File: src/rtl/paralelo_serial.sv
// Parallel-in, serial-out shift register with valid/ready load and serial handshakes.
// Bit order is latched per word; back-to-back words stream with no idle gap.
module paralelo_serial #(
    parameter int WIDTH = 6,
    parameter int CW    = 3
) (
    input  logic             clk,
    input  logic             reset,
    input  logic             load_valid,
    output logic             load_ready,
    input  logic [WIDTH-1:0] load_data,
    input  logic             msb_first,
    input  logic             serial_ready,
    output logic             serial_out,
    output logic             serial_valid,
    output logic             serial_first,
    output logic             serial_last,
    output logic             busy
);

    typedef enum logic {
        IDLE,
        SHIFT
    } state_t;

    localparam logic [CW-1:0] CNT_MAX = CW'(WIDTH - 1);

    state_t           state;
    state_t           state_next;
    logic [WIDTH-1:0] sreg;
    logic [CW-1:0]    cnt;
    logic             dir;
    logic             first;
    logic             cnt_zero;
    logic             consume;
    logic             accept;

    assign cnt_zero = (cnt == '0);
    assign accept   = load_valid & load_ready;

    always_ff @(posedge clk) begin
        if (reset) begin
            state <= IDLE;
        end else begin
            state <= state_next;
        end
    end

    always_comb begin
        state_next   = state;
        load_ready   = 1'b0;
        serial_valid = 1'b0;
        serial_out   = 1'b0;
        serial_first = 1'b0;
        serial_last  = 1'b0;
        busy         = 1'b0;
        consume      = 1'b0;
        unique case (state)
            IDLE: begin
                load_ready = 1'b1;
                if (load_valid) begin
                    state_next = SHIFT;
                end
            end
            SHIFT: begin
                serial_valid = 1'b1;
                busy         = 1'b1;
                serial_out   = dir ? sreg[WIDTH-1] : sreg[0];
                serial_first = first;
                serial_last  = cnt_zero;
                consume      = serial_ready;
                // Next word may only load while the final bit leaves.
                load_ready   = cnt_zero & serial_ready;
                if (serial_ready && cnt_zero && !load_valid) begin
                    state_next = IDLE;
                end
            end
            default: state_next = IDLE;
        endcase
    end

    always_ff @(posedge clk) begin
        if (reset) begin
            sreg  <= '0;
            cnt   <= '0;
            dir   <= 1'b0;
            first <= 1'b0;
        end else if (accept) begin
            sreg  <= load_data;
            cnt   <= CNT_MAX;
            dir   <= msb_first;
            first <= 1'b1;
        end else if (consume) begin
            sreg  <= dir ? {sreg[WIDTH-2:0], 1'b0} : {1'b0, sreg[WIDTH-1:1]};
            first <= 1'b0;
            if (!cnt_zero) begin
                cnt <= cnt - 1'b1;
            end
        end
    end

endmodule

File: config.mk
export PLATFORM = sky130hd
export DESIGN_NAME = paralelo_serial
export DESIGN_NICKNAME = d
export VERILOG_FILES = /design/src/rtl/paralelo_serial.sv
export SDC_FILE = /design/constraint.sdc
export NUM_CORES = 1
export LEC_CHECK = 0
export BUFFER_PORTS_ARGS = -buffer_cell sky130_fd_sc_hd__buf_2
export CAP_MARGIN = 20
export CORE_MARGIN = 2
export CORE_UTILIZATION = 40
export DETAILED_ROUTE_END_ITERATION = 7
export HOLD_SLACK_MARGIN = 0.02
export PLACE_DENSITY = 0.69
export SYNTH_ARGS = -nofsm -noshare
export SYNTH_HDL_FRONTEND = slang
export SYNTH_SLANG_ARGS = --single-unit
File: constraint.sdc
create_clock -name clk -period 2.4 [get_ports clk]
set_input_delay 0 -clock clk [delete_from_list [all_inputs] [get_ports clk]]
set_output_delay 0 -clock clk [all_outputs]
set_load 0.005 [all_outputs]
**Word-level counts from Yosys, hierarchy flattened**

Cells that the tools add are included.

- Register bits: 12
- Input port bits: 11
- Output and inout port bits: 6
- Word-level logic and storage cells: 38

- Add/sub/neg operators: 1
- Equality and inequality tests: 1
- Mux-type cells: 18
- Bitwise gates (word level): 4
- Reduce and logical (&&, ||, !) cells: 8

Operator list:

| cell | count |
|---|---|
| two-way mux 6 bit | 3 |
| two-way mux 1 bit | 10 |
| two-way mux 3 bit | 3 |
| case mux 1 bit (2 select lines) | 2 |
| AND reduction 2 bit | 2 |
| logical NOT 3 bit | 1 |
| subtractor 3 x 1 -> 3 bit, second input constant | 1 |
| AND 1 bit | 2 |
| logical AND 1 bit | 2 |
| != test 2 x 1 -> 1 bit, second input constant | 1 |
| NOT 1 bit | 2 |
| nonzero test 2 bit | 1 |
| OR reduction 2 bit | 1 |
| logical NOT 1 bit | 1 |

**Depth between registers and ports, before layout**

Gate-level depths: netlist of the first run.

- Depth in word-level cells: 6
- Depth in mapped cells: 7
- Mapped depth without buffers: 7

**Least setup slack after synthesis of the first run**

Ideal clock, no wire load.

- Path type: flip-flop to flip-flop
- Start: register cnt[0]
- End: register sreg[4]
- Setup time: 0.126 ns
- Data arrival time: 1.491 ns
- Data required time: 2.274 ns
- Slack: 0.783 ns
- Cell stages (with the launch flop): 8
- Buffers on the path: 0
- Period minus slack after synthesis: 1.617 ns
- Cell sequence: dfxtp_1 > inv_1 > ha_1 > ha_1 > a21boi_4 > inv_4 > a221oi_1 > o31ai_1

- Longest elaborated chain between the ends: 5
- Elaborated cells on any way between the ends: 6
- Classes of those cells: mux (2); bitwise (2); reduce/logical (2)

RTL lines:

| item | RTL line | RTL |
|---|---|---|
| start: declaration | 31 | `logic [CW-1:0] cnt;` |
| start signal: assignment | 97 | `cnt <= cnt - 1'b1;` |
| logical NOT 3 bit * | 38 | `assign cnt_zero = (cnt == '0);` |
| AND 1 bit * | 73 | `load_ready = cnt_zero & serial_ready;` |
| case mux 1 bit (2 select lines) * | 58 | `unique case (state)` |
| named net load_ready | 10 | `output logic load_ready,` |
| AND 1 bit * | 39 | `assign accept = load_valid & load_ready;` |
| two-way mux 6 bit / nonzero test 2 bit (equally long branches) | n/a |  |
| end signal: assignment | 89 | `sreg <= load_data;` |
| end signal: assignment | 94 | `sreg <= dir ? {sreg[WIDTH-2:0], 1'b0} : {1'b0, sreg[WIDTH-1:1]};` |
| end: declaration | 30 | `logic [WIDTH-1:0] sreg;` |

The timed path passes the listed nets; every way through them passes the cells marked *.
A chain may end at the register's enable or synchronous reset.

**Worst setup path in the final report of the first run**

- Start: register cnt[0]
- End: register sreg[4]

- Longest elaborated chain between the ends: 5
- Elaborated cells on any way between the ends: 6
- Classes of those cells: mux (2); bitwise (2); reduce/logical (2)

RTL lines:

| item | RTL line |
|---|---|
| logical NOT 3 bit * | 38 |
| AND 1 bit * | 73 |
| case mux 1 bit (2 select lines) * | 58 |
| AND 1 bit * | 39 |
| two-way mux 6 bit / nonzero test 2 bit (equally long branches) | n/a |

Mark *: on every way between the ends. The rest lies on a longest branch, timed or not.

==> results of run 1 <==
-- state kept, by name, indices dropped and copies added, names as in the netlist --
name   flops
cnt        3
dir        1
first      1
sreg       6
state      1
-- where the power goes --
group / internal (mW) / switching [mW]
Sequential: 0.216 / 0.0147
Clock: 0.0580 / 0.0631
Combinational: 0.0504 / 0.0563
Total: 0.324 / 0.134
-- worst max-delay path, delay by kind of cell (launching register included) --
family	cells	cell delay, ps
AO/OA/AOI/OAI	3	700
adder cells (fa/ha/maj)	2	460
buffers and inverters	2	140
flip-flops	1	330
-- timing repair --
item,in CTS,in global routing
hold endpoints to repair,1,0
resized for setup,0,0
hold buffers,1,0
-- worst paths after layout --
| check | startpoint | to | slack (ps) | depth (start not counted) |
|---|---|---|---|---|
| worst max register to register | cnt[0] | sreg[4] | 650 | 7 |
| worst min register to register | first | first | 460 | 2 |
| worst min-delay path | load_data[3] | sreg[3] | 40 | 3 |
| worst max-delay path | cnt[0] | sreg[4] | 650 | 7 |
-- per-stage QoR --
stage | area, um^2 | power [mW] | util (%)
2_1_floorplan | 712 | 0.312 | -
3_3_place_gp | 797 | 0.340 | 46.7
3_5_place_dp | 797 | 0.341 | 46.7
4_1_cts | 830 | 0.465 | 48.6
5_1_grt | 830 | 0.486 | 48.6
6_report | 830 | 0.458 | 48.6
-- routing by layer --
metal	vias to the layer above	part of all wire [%]	routed length, um	global-route usage, %
li1	319	-	-	-
met1	310	45	661	17.3
met2	12	51	749	27.2
met3	2	3.2	47	2.35
met4	0	0.68	10	10.3
met5	-	0	0	0
-- cell type report --
class                      count  area [um^2]  area share [%]
inverter                       9         36.3            4.37
clock buffer                   3         22.5            2.71
tap                           25         31.3            3.77
timing repair buffer          17         90.1            10.9
multi-input combinational     54          409            49.3
sequential                    12          240            29.0
-- kinds of logic (layout without fill, tap and decap cells) --
group,count (synthesis),after routing
AND/OR/NAND/NOR,27,27
flip-flops,12,12
AO/OA/AOI/OAI,22,22
multiplexers,2,2
buffers and inverters,13,29
adder cells (fa/ha/maj),3,3
-- cells in the mapped netlist (all sizes together) --
| library cell | instances |
|---|---|
| or2 | 1 |
| clkbuf | 2 |
| dfxtp | 12 |
| o31ai | 4 |
| nor2b | 4 |
| mux2i | 2 |
| and2 | 5 |
| inv | 8 |
| a21o | 1 |
| ha | 3 |
| nor2 | 3 |
| nand3 | 1 |
| nor3 | 6 |
| nand3b | 4 |
| a21oi | 6 |
| and3b | 1 |
| clkinv | 1 |
| o22ai | 1 |
| o21ai | 1 |
| a221oi | 5 |
| a2111oi | 3 |
| nand2 | 2 |
| a21boi | 1 |
| buf | 2 |
==> run_results.csv, run 1 <==
group,metric,value,unit
status,status,"finished, final reports clean",
min_path,hp-class,"input pin to flip-flop",
grt,grt.overflow.total,0,
layout,final_common_cell,"buf_2",
setup_path,endpoint_kind,"flip-flop",
setup_path,cpMostUsedCell,"ha_1",
setup_path,required,2550,ps
synthesis,syn_area_per_cell,9.01,um^2
sta,hold_violations,0,
route,drt_iter0_drc,18,
sta,fin_setup_tns,0,ps
synthesis,synth_top_family_by_area,"compound AO/OA/AOI/OAI gates",
floorplanning,start_util,41.7,%
floorplanning,num_io_pins,17,
place,place_inst,116,
layout,final_cell_mix,"16 x buf_2, 12 x dfxtp_1, 7 x inv_1",
sta,slew_viol_final,0,
synthesis,yosysSeqAreaShare,33.7,%
synthesis,synth_area_leaders,"dfxtp_1 34%, ha_1 5.3%, a221oi_1 4.9%",
power_and_ir_drop,power_leakage,0.341,nW
setup_path,crit_type,"flip-flop to flip-flop",
place,dpl.hpwl,1060,um
sta,setup_violations,0,
grt,antenna_found_initial,0,
sta,tightestPinTransition,542,ps
synthesis,synth_cells,79,
floorplanning,std_cell_rows,15,
place,globalplace.congestion,0.869,
clock_tree,cts_sinks,12,
route,avgRoutedWirePerCell,12.2,um
layout,fin_cells,120,
synthesis,yosysWarnings,0,
floorplanning,die-area,0.00213,mm^2
setup_path,max_stage_delay,330,ps
setup_path,critPathMaxFanout,9,
floorplanning,core,0.00171,mm^2
grt,grt_pass1_vias,561,
route,routed_wl,1470,um
floorplanning,die_y,46.2,um
synthesis,synth_xor_area_share,0,%
clock_tree,cts_tree,"yes",
synthesis,synth_seq_cells,12,
clock_tree,clockBufferDepth,2,
synthesis,yosys.area_share.simple,22.7,%
sta,max_freq,572,MHz
route,first_pass_iters,4,
sta,relSlewSlack,63.1,%
sta,rsz0062_at_grt,"false",
route,drc,0,
setup_path,worstSetupStartpointType,"flip-flop",
sta,fin_crit,1750,ps
setup_path,worst_ep_arrival_time,1900,ps
grt,grt_max_degree,14,
route,viasPerCell,5.36,
floorplanning,die_w,46.2,um
grt,grt_usage,15.6,%
power_and_ir_drop,power_density,553,mW/mm^2
synthesis,synthAdderAreaFrac,5.27,%
synthesis,synth_compound_area_share,26.2,%
job,drv_cap,0,
synthesis,synth_cell_types,30,
setup_path,slowest_stage,"dfxtp_1",
sta,layout_setup_ws,653,ps
layout,fillers,167,
route,dr_total_vias,643,
grt,grt_pass1_wl,2300,um
layout,drive_gt1_share,30.5,%
sta,finalCritPeriodShare,72.8,%
synthesis,synth_top_area_share,33.7,%
setup_path,path_cells,"inv_1 -> ha_1 -> ha_1 -> a21boi_4 -> inv_4 -> a221oi_1 -> o31ai_1",
layout,n_antenna_cell,0,
clock_tree,path_clk_slew,70,ps
clock_tree,clk_latency,270,ps
synthesis,synth_top_area_cell,"dfxtp_1",
synthesis,syn-num-nets,93,
clock_tree,cts_made_buffers,3,
synthesis,synthMuxAreaShare,3.34,%
layout,nNetsFinal,111,
clock_tree,htreeDepth,1,
route,drtAntennaViolNets,0,
sta,hold_ws,42.8,ps
sta,finalClockSkew,2.75,ps
clock_tree,cts_root_buffer,"clkbuf_4",
synthesis,synth_area,712,um^2
layout,area_growth,16.5,%
clock_tree,post_cts_buffers,0,
place,pre_cts_slack,646,ps
power_and_ir_drop,ir_drop,0.000316,V
place,place.port_buffers,16,
(Power assumes the default switching activity.)
==> run 2: changes to the inputs <==
--- a/config.mk
+++ b/config.mk
@@ -11,7 +11,7 @@
 export CORE_UTILIZATION = 40
 export DETAILED_ROUTE_END_ITERATION = 7
 export HOLD_SLACK_MARGIN = 0.02
-export PLACE_DENSITY = 0.69
+export PLACE_DENSITY = 0.72
 export SYNTH_ARGS = -nofsm -noshare
 export SYNTH_HDL_FRONTEND = slang
 export SYNTH_SLANG_ARGS = --single-unit
==> constraint.sdc (replaced) <==
create_clock -name clk -period 1.5 [get_ports clk]
set_input_delay 0 -clock clk [delete_from_list [all_inputs] [get_ports clk]]
set_output_delay 0 -clock clk [all_outputs]
set_load 0.005 [all_outputs]
==> run 2 against run 1 <==
  * Fmax grew 17%
  * Via count grew 7.6%
  * Clock skew shrank 1.4 ps
  * Global-route usage grew 1.9 points
  * Clock power grew 64%
  * Total power grew 76%
  * Critical path type unchanged
  * Critical endpoint is now sreg[2]
  * Largest power group unchanged
==> run_results.csv, run 2 (same netlist as run 1, synthesis figures left out) <==
group,metric,value,unit
route,dr_total_vias,692,
route,first_pass_iters,4,
power_and_ir_drop,ir_drop,0.000436,V
grt,grt.overflow.total,0,
sta,slew_viol_final,0,
route,drt_iter0_drc,9,
setup_path,crit_type,"flip-flop to flip-flop",
route,avgRoutedWirePerCell,12.9,um
place,globalplace.congestion,0.792,
route,drtAntennaViolNets,0,
layout,largest_reg_flops,6,
sta,finalCritPeriodShare,99.2,%
floorplanning,start_util,41.7,%
floorplanning,die_w,46.2,um
floorplanning,die-area,0.00213,mm^2
setup_path,worst_ep_arrival_time,1650,ps
setup_path,cp-startpoint,"cnt[0]",
sta,tightestPinTransition,291,ps
setup_path,required,1660,ps
min_path,hp-class,"input pin to flip-flop",
sta,fin_crit,1490,ps
clock_tree,cts_tree,"yes",
clock_tree,cts_root_buffer,"clkbuf_4",
route,routed_wl,1690,um
place,place_inst,122,
clock_tree,path_clk_slew,70,ps
layout,nNetsFinal,122,
setup_path,endpoint,"sreg[2]",
clock_tree,clk_latency,270,ps
grt,grt_pass1_vias,636,
floorplanning,core,0.00171,mm^2
route,viasPerCell,5.28,
place,place.port_buffers,16,
floorplanning,std_cell_rows,15,
clock_tree,cts_sinks,12,
floorplanning,num_io_pins,17,
grt,grt_usage,17.6,%
setup_path,critPathMaxFanout,7,
route,drc,0,
grt,grt_max_degree,14,
clock_tree,clockBufferDepth,2,
grt,antenna_found_initial,0,
setup_path,r2r_end,"sreg[2]",
clock_tree,cts_made_buffers,3,
layout,top_register,"sreg",
status,status,"finished, final reports clean",
sta,rsz0062_at_grt,"true",
layout,fin_cells,131,
layout,n_antenna_cell,0,
power_and_ir_drop,power_leakage,0.403,nW
layout,reg.largest.list,"sreg: 6 flops, cnt: 3 flops",
sta,finalClockSkew,1.38,ps
sta,relSlewSlack,80.1,%
setup_path,worstSetupStartpointType,"flip-flop",
setup_path,worst-r2r-cell-count,7,
sta,setup_violations,0,
sta,layout_setup_ws,12.0,ps
place,dpl.hpwl,1220,um
grt,grt_pass1_wl,2590,um
setup_path,reg2reg_slack,10,ps
layout,final_cell_mix,"16 x buf_2, 10 x dfxtp_1, 9 x buf_4",
layout,drive_gt1_share,46.2,%
clock_tree,htreeDepth,1,
layout,area_growth,35.7,%
place,pre_cts_slack,-71.0,ps
sta,max_freq,672,MHz
setup_path,worst_r2r_startpoint,"cnt[0]",
job,drv_cap,0,
power_and_ir_drop,power_density,837,mW/mm^2
floorplanning,die_y,46.2,um
sta,hold_violations,0,
setup_path,endpoint_kind,"flip-flop",
layout,final_common_cell,"buf_2",
[run 2: where the power goes]
group	internal (mW)	total [mW]	leakage [nW]	switching, mW
sequential	0.346	0.370	0.0998	0.0235
clock	0.0928	0.199	0.0138	0.106
combinational	0.127	0.240	0.290	0.112
total	0.566	0.808	0.403	0.242
[run 2: layout make-up]
class,instances,area (um^2)
fillers,175,742
repair buffers,28,180
flip-flops and latches,12,243
clock buffers,3,22.5
well taps,25,31.3
multi-input cells,54,453
inverters,9,36.3
[run 2: worst min-delay path by stage]
| stage | startpoint | slack, ps | cells after the start | end |
|---|---|---|---|---|
| 4_1_cts | load_data[2] | 40 | 3 | sreg[2] |
| 5_1_grt | load_data[2] | 40 | 3 | sreg[2] |
| 6_report | load_data[2] | 40 | 3 | sreg[2] |
| 3_3_place_gp | msb_first | 260 | 3 | dir |
| 2_1_floorplan | reset | 90 | 1 | cnt[1] |
| 3_5_place_dp | msb_first | 260 | 3 | dir |
[run 2: worst max-delay path, stage by stage (launching register included)]
cell and delay [ps]:
dfxtp_2 340, inv_2 50, ha_4 160, ha_4 170, a21boi_4 230, inv_4 90, a221oi_2 240, o31ai_1 100
[run 2: per-layer routing]
metal	part of all wire, %	global-route usage (%)	up-vias
met3	4.1	4.71	4
met1	45	20.7	330
met5	0	0	-
met4	0.71	10.3	0
li1	-	-	342
met2	50	28.3	16
[run 2: timing repair]
action,CTS,global route
endpoints found under the setup margin,11,8
buffers inserted,4,2
endpoints found under the hold margin,1,0
hold buffers,1,0
pin swaps,5,3
resized for setup,7,1
[run 2: stage by stage]
stage          instance area, um^2  TNS (ps)  hold WS, ps  utilization, %  power (mW)
4_1_cts                        947         0         37.1            55.5       0.806
3_3_place_gp                   866     -69.5          264            50.7       0.573
2_1_floorplan                  736         0         89.7               -       0.510
5_1_grt                        966      -272         38.2            56.6       0.849
6_report                       966         0         40.7            56.6       0.808
3_5_place_dp                   866      -382          263            50.7       0.580
==> run 3: changes to the inputs <==
--- a/config.mk
+++ b/config.mk
@@ -6,11 +6,12 @@
 export NUM_CORES = 1
 export LEC_CHECK = 0
 export BUFFER_PORTS_ARGS = -buffer_cell sky130_fd_sc_hd__buf_2
-export CAP_MARGIN = 20
 export CORE_MARGIN = 2
 export CORE_UTILIZATION = 40
+export CTS_CLUSTER_DIAMETER = 30
 export DETAILED_ROUTE_END_ITERATION = 7
 export HOLD_SLACK_MARGIN = 0.02
+export MAX_ROUTING_LAYER = met4
 export PLACE_DENSITY = 0.72
 export SYNTH_ARGS = -nofsm -noshare
 export SYNTH_HDL_FRONTEND = slang
==> run 3 against run 2 <==
  * Via count is the same
  * Routed wire length stayed put
  * Non-clock buffer count unchanged
  * Critical endpoint unchanged
  * Register-to-register slack about the same
  * Largest cell class unchanged
  * Worst hold slack hardly changed
==> run_results.csv, run 3 (same netlist as run 1, synthesis figures left out) <==
group,metric,value,unit
place,globalplace.congestion,0.803,
layout,n_antenna_cell,0,
floorplanning,start_util,41.7,%
layout,fin_util,56.6,%
sta,finalClockSkew,1.37,ps
sta,relSlewSlack,80.1,%
layout,largest_reg_flops,6,
power_and_ir_drop,power_density,837,mW/mm^2
power_and_ir_drop,ir_drop,0.000436,V
sta,fin_crit,1490,ps
route,viasPerCell,5.28,
setup_path,critPathMaxFanout,7,
route,routed_wl,1690,um
layout,final_common_cell,"buf_2",
job,drv_cap,0,
clock_tree,clockBufferDepth,2,
clock_tree,path_clk_slew,70,ps
layout,area_growth,35.7,%
sta,slew_viol_final,0,
floorplanning,die_y,46.2,um
grt,globalRoute.busiestLayer,"met2",
floorplanning,core,0.00171,mm^2
place,place.port_buffers,16,
floorplanning,num_io_pins,17,
sta,tightestPinTransition,291,ps
sta,setup_violations,0,
floorplanning,die-area,0.00213,mm^2
clock_tree,cts_tree,"yes",
route,avgRoutedWirePerCell,12.9,um
grt,grt_usage,18.1,%
grt,grtUsageMet3,4.71,%
setup_path,worst_ep_arrival_time,1650,ps
sta,hold_violations,0,
sta,finalCritPeriodShare,99.2,%
clock_tree,cts_made_buffers,3,
grt,antenna_found_initial,0,
sta,fin_setup_tns,0,ps
floorplanning,die_w,46.2,um
power_and_ir_drop,power_leakage,0.403,nW
sta,rsz0062_at_grt,"true",
floorplanning,std_cell_rows,15,
min_path,hp-class,"input pin to flip-flop",
grt,grt_pass1_wl,2590,um
grt,grt.overflow.total,0,
route,drt_iter0_drc,9,
clock_tree,cts_sinks,12,
setup_path,crit_type,"flip-flop to flip-flop",
grt,grt_max_degree,14,
status,status,"finished, final reports clean",
clock_tree,htreeDepth,1,
layout,nNetsFinal,122,
setup_path,worstSetupStartpointType,"flip-flop",
power_and_ir_drop,total_power,808,uW
route,first_pass_iters,4,
layout,reg.largest.list,"sreg: 6 flops, cnt: 3 flops",
grt,grt_pass1_vias,636,
layout,drive_gt1_share,46.2,%
place,dpl.hpwl,1220,um
setup_path,endpoint_kind,"flip-flop",
setup_path,required,1660,ps
layout,top_register,"sreg",
grt,grt_use_met2,28.3,%
grt,met1_usage,20.7,%
clock_tree,clk_latency,270,ps
clock_tree,cts_root_buffer,"clkbuf_4",
route,drc,0,
layout,fillers,175,
route,dr_total_vias,692,
sta,max_freq,672,MHz
layout,final_cell_mix,"16 x buf_2, 10 x dfxtp_1, 9 x buf_4",
route,drtAntennaViolNets,0,
[run 3: layout make-up]
cell class	instances	area [um^2]	share of cell area, %
Timing Repair Buffer	28	180	18.7
Clock buffer	3	22.5	2.33
Inverter	9	36.3	3.76
Tap cell	25	31.3	3.24
Multi-Input combinational cell	54	453	46.9
Sequential cell	12	243	25.1
[run 3: worst max-delay path: stages (launching register included)]
cell      delay, ps
dfxtp_2         340
inv_2            50
ha_4            160
ha_4            170
a21boi_4        230
inv_4            90
a221oi_2        240
o31ai_1         100
[run 3: power by group]
group | leakage [nW] | total [mW] | internal [mW] | switching [mW]
clock network | 0.0138 | 0.199 | 0.0928 | 0.106
registers | 0.0998 | 0.370 | 0.346 | 0.0235
logic | 0.290 | 0.240 | 0.127 | 0.112
[run 3: metal layers]
metal	wire length [um]	vias to the layer above
li1	-	342
met4	12	0
met5	0	-
met2	854	16
met1	758	330
met3	69	4
[run 3: worst paths after layout]
check	depth (start not counted)	slack (ps)	end	from
worst max-delay path	7	10	sreg[2]	cnt[0]
worst min-delay path	3	40	sreg[2]	load_data[2]
worst max register to register	7	10	sreg[2]	cnt[0]
worst min register to register	2	460	first	first
[run 3: through the flow]
step                instances  setup slack, ps  instance area (um^2)  hold WS (ps)
detailed placement        122            -71.0                   866           263
CTS                       129             10.4                   947          37.1
floorplan                  79             13.1                   736          89.7
global route              131            -55.3                   966          38.2
global placement          122            -24.4                   866           264
finish                    131             12.0                   966          40.7
[run 3: what timing repair did]
action / CTS / global route
resized for setup: 7 / 1
hold buffers: 1 / 0
hold endpoints to repair: 1 / 0
gates cloned: 0 / 0
endpoints found under the setup margin: 11 / 8
pin swaps: 5 / 3
buffers inserted: 4 / 2
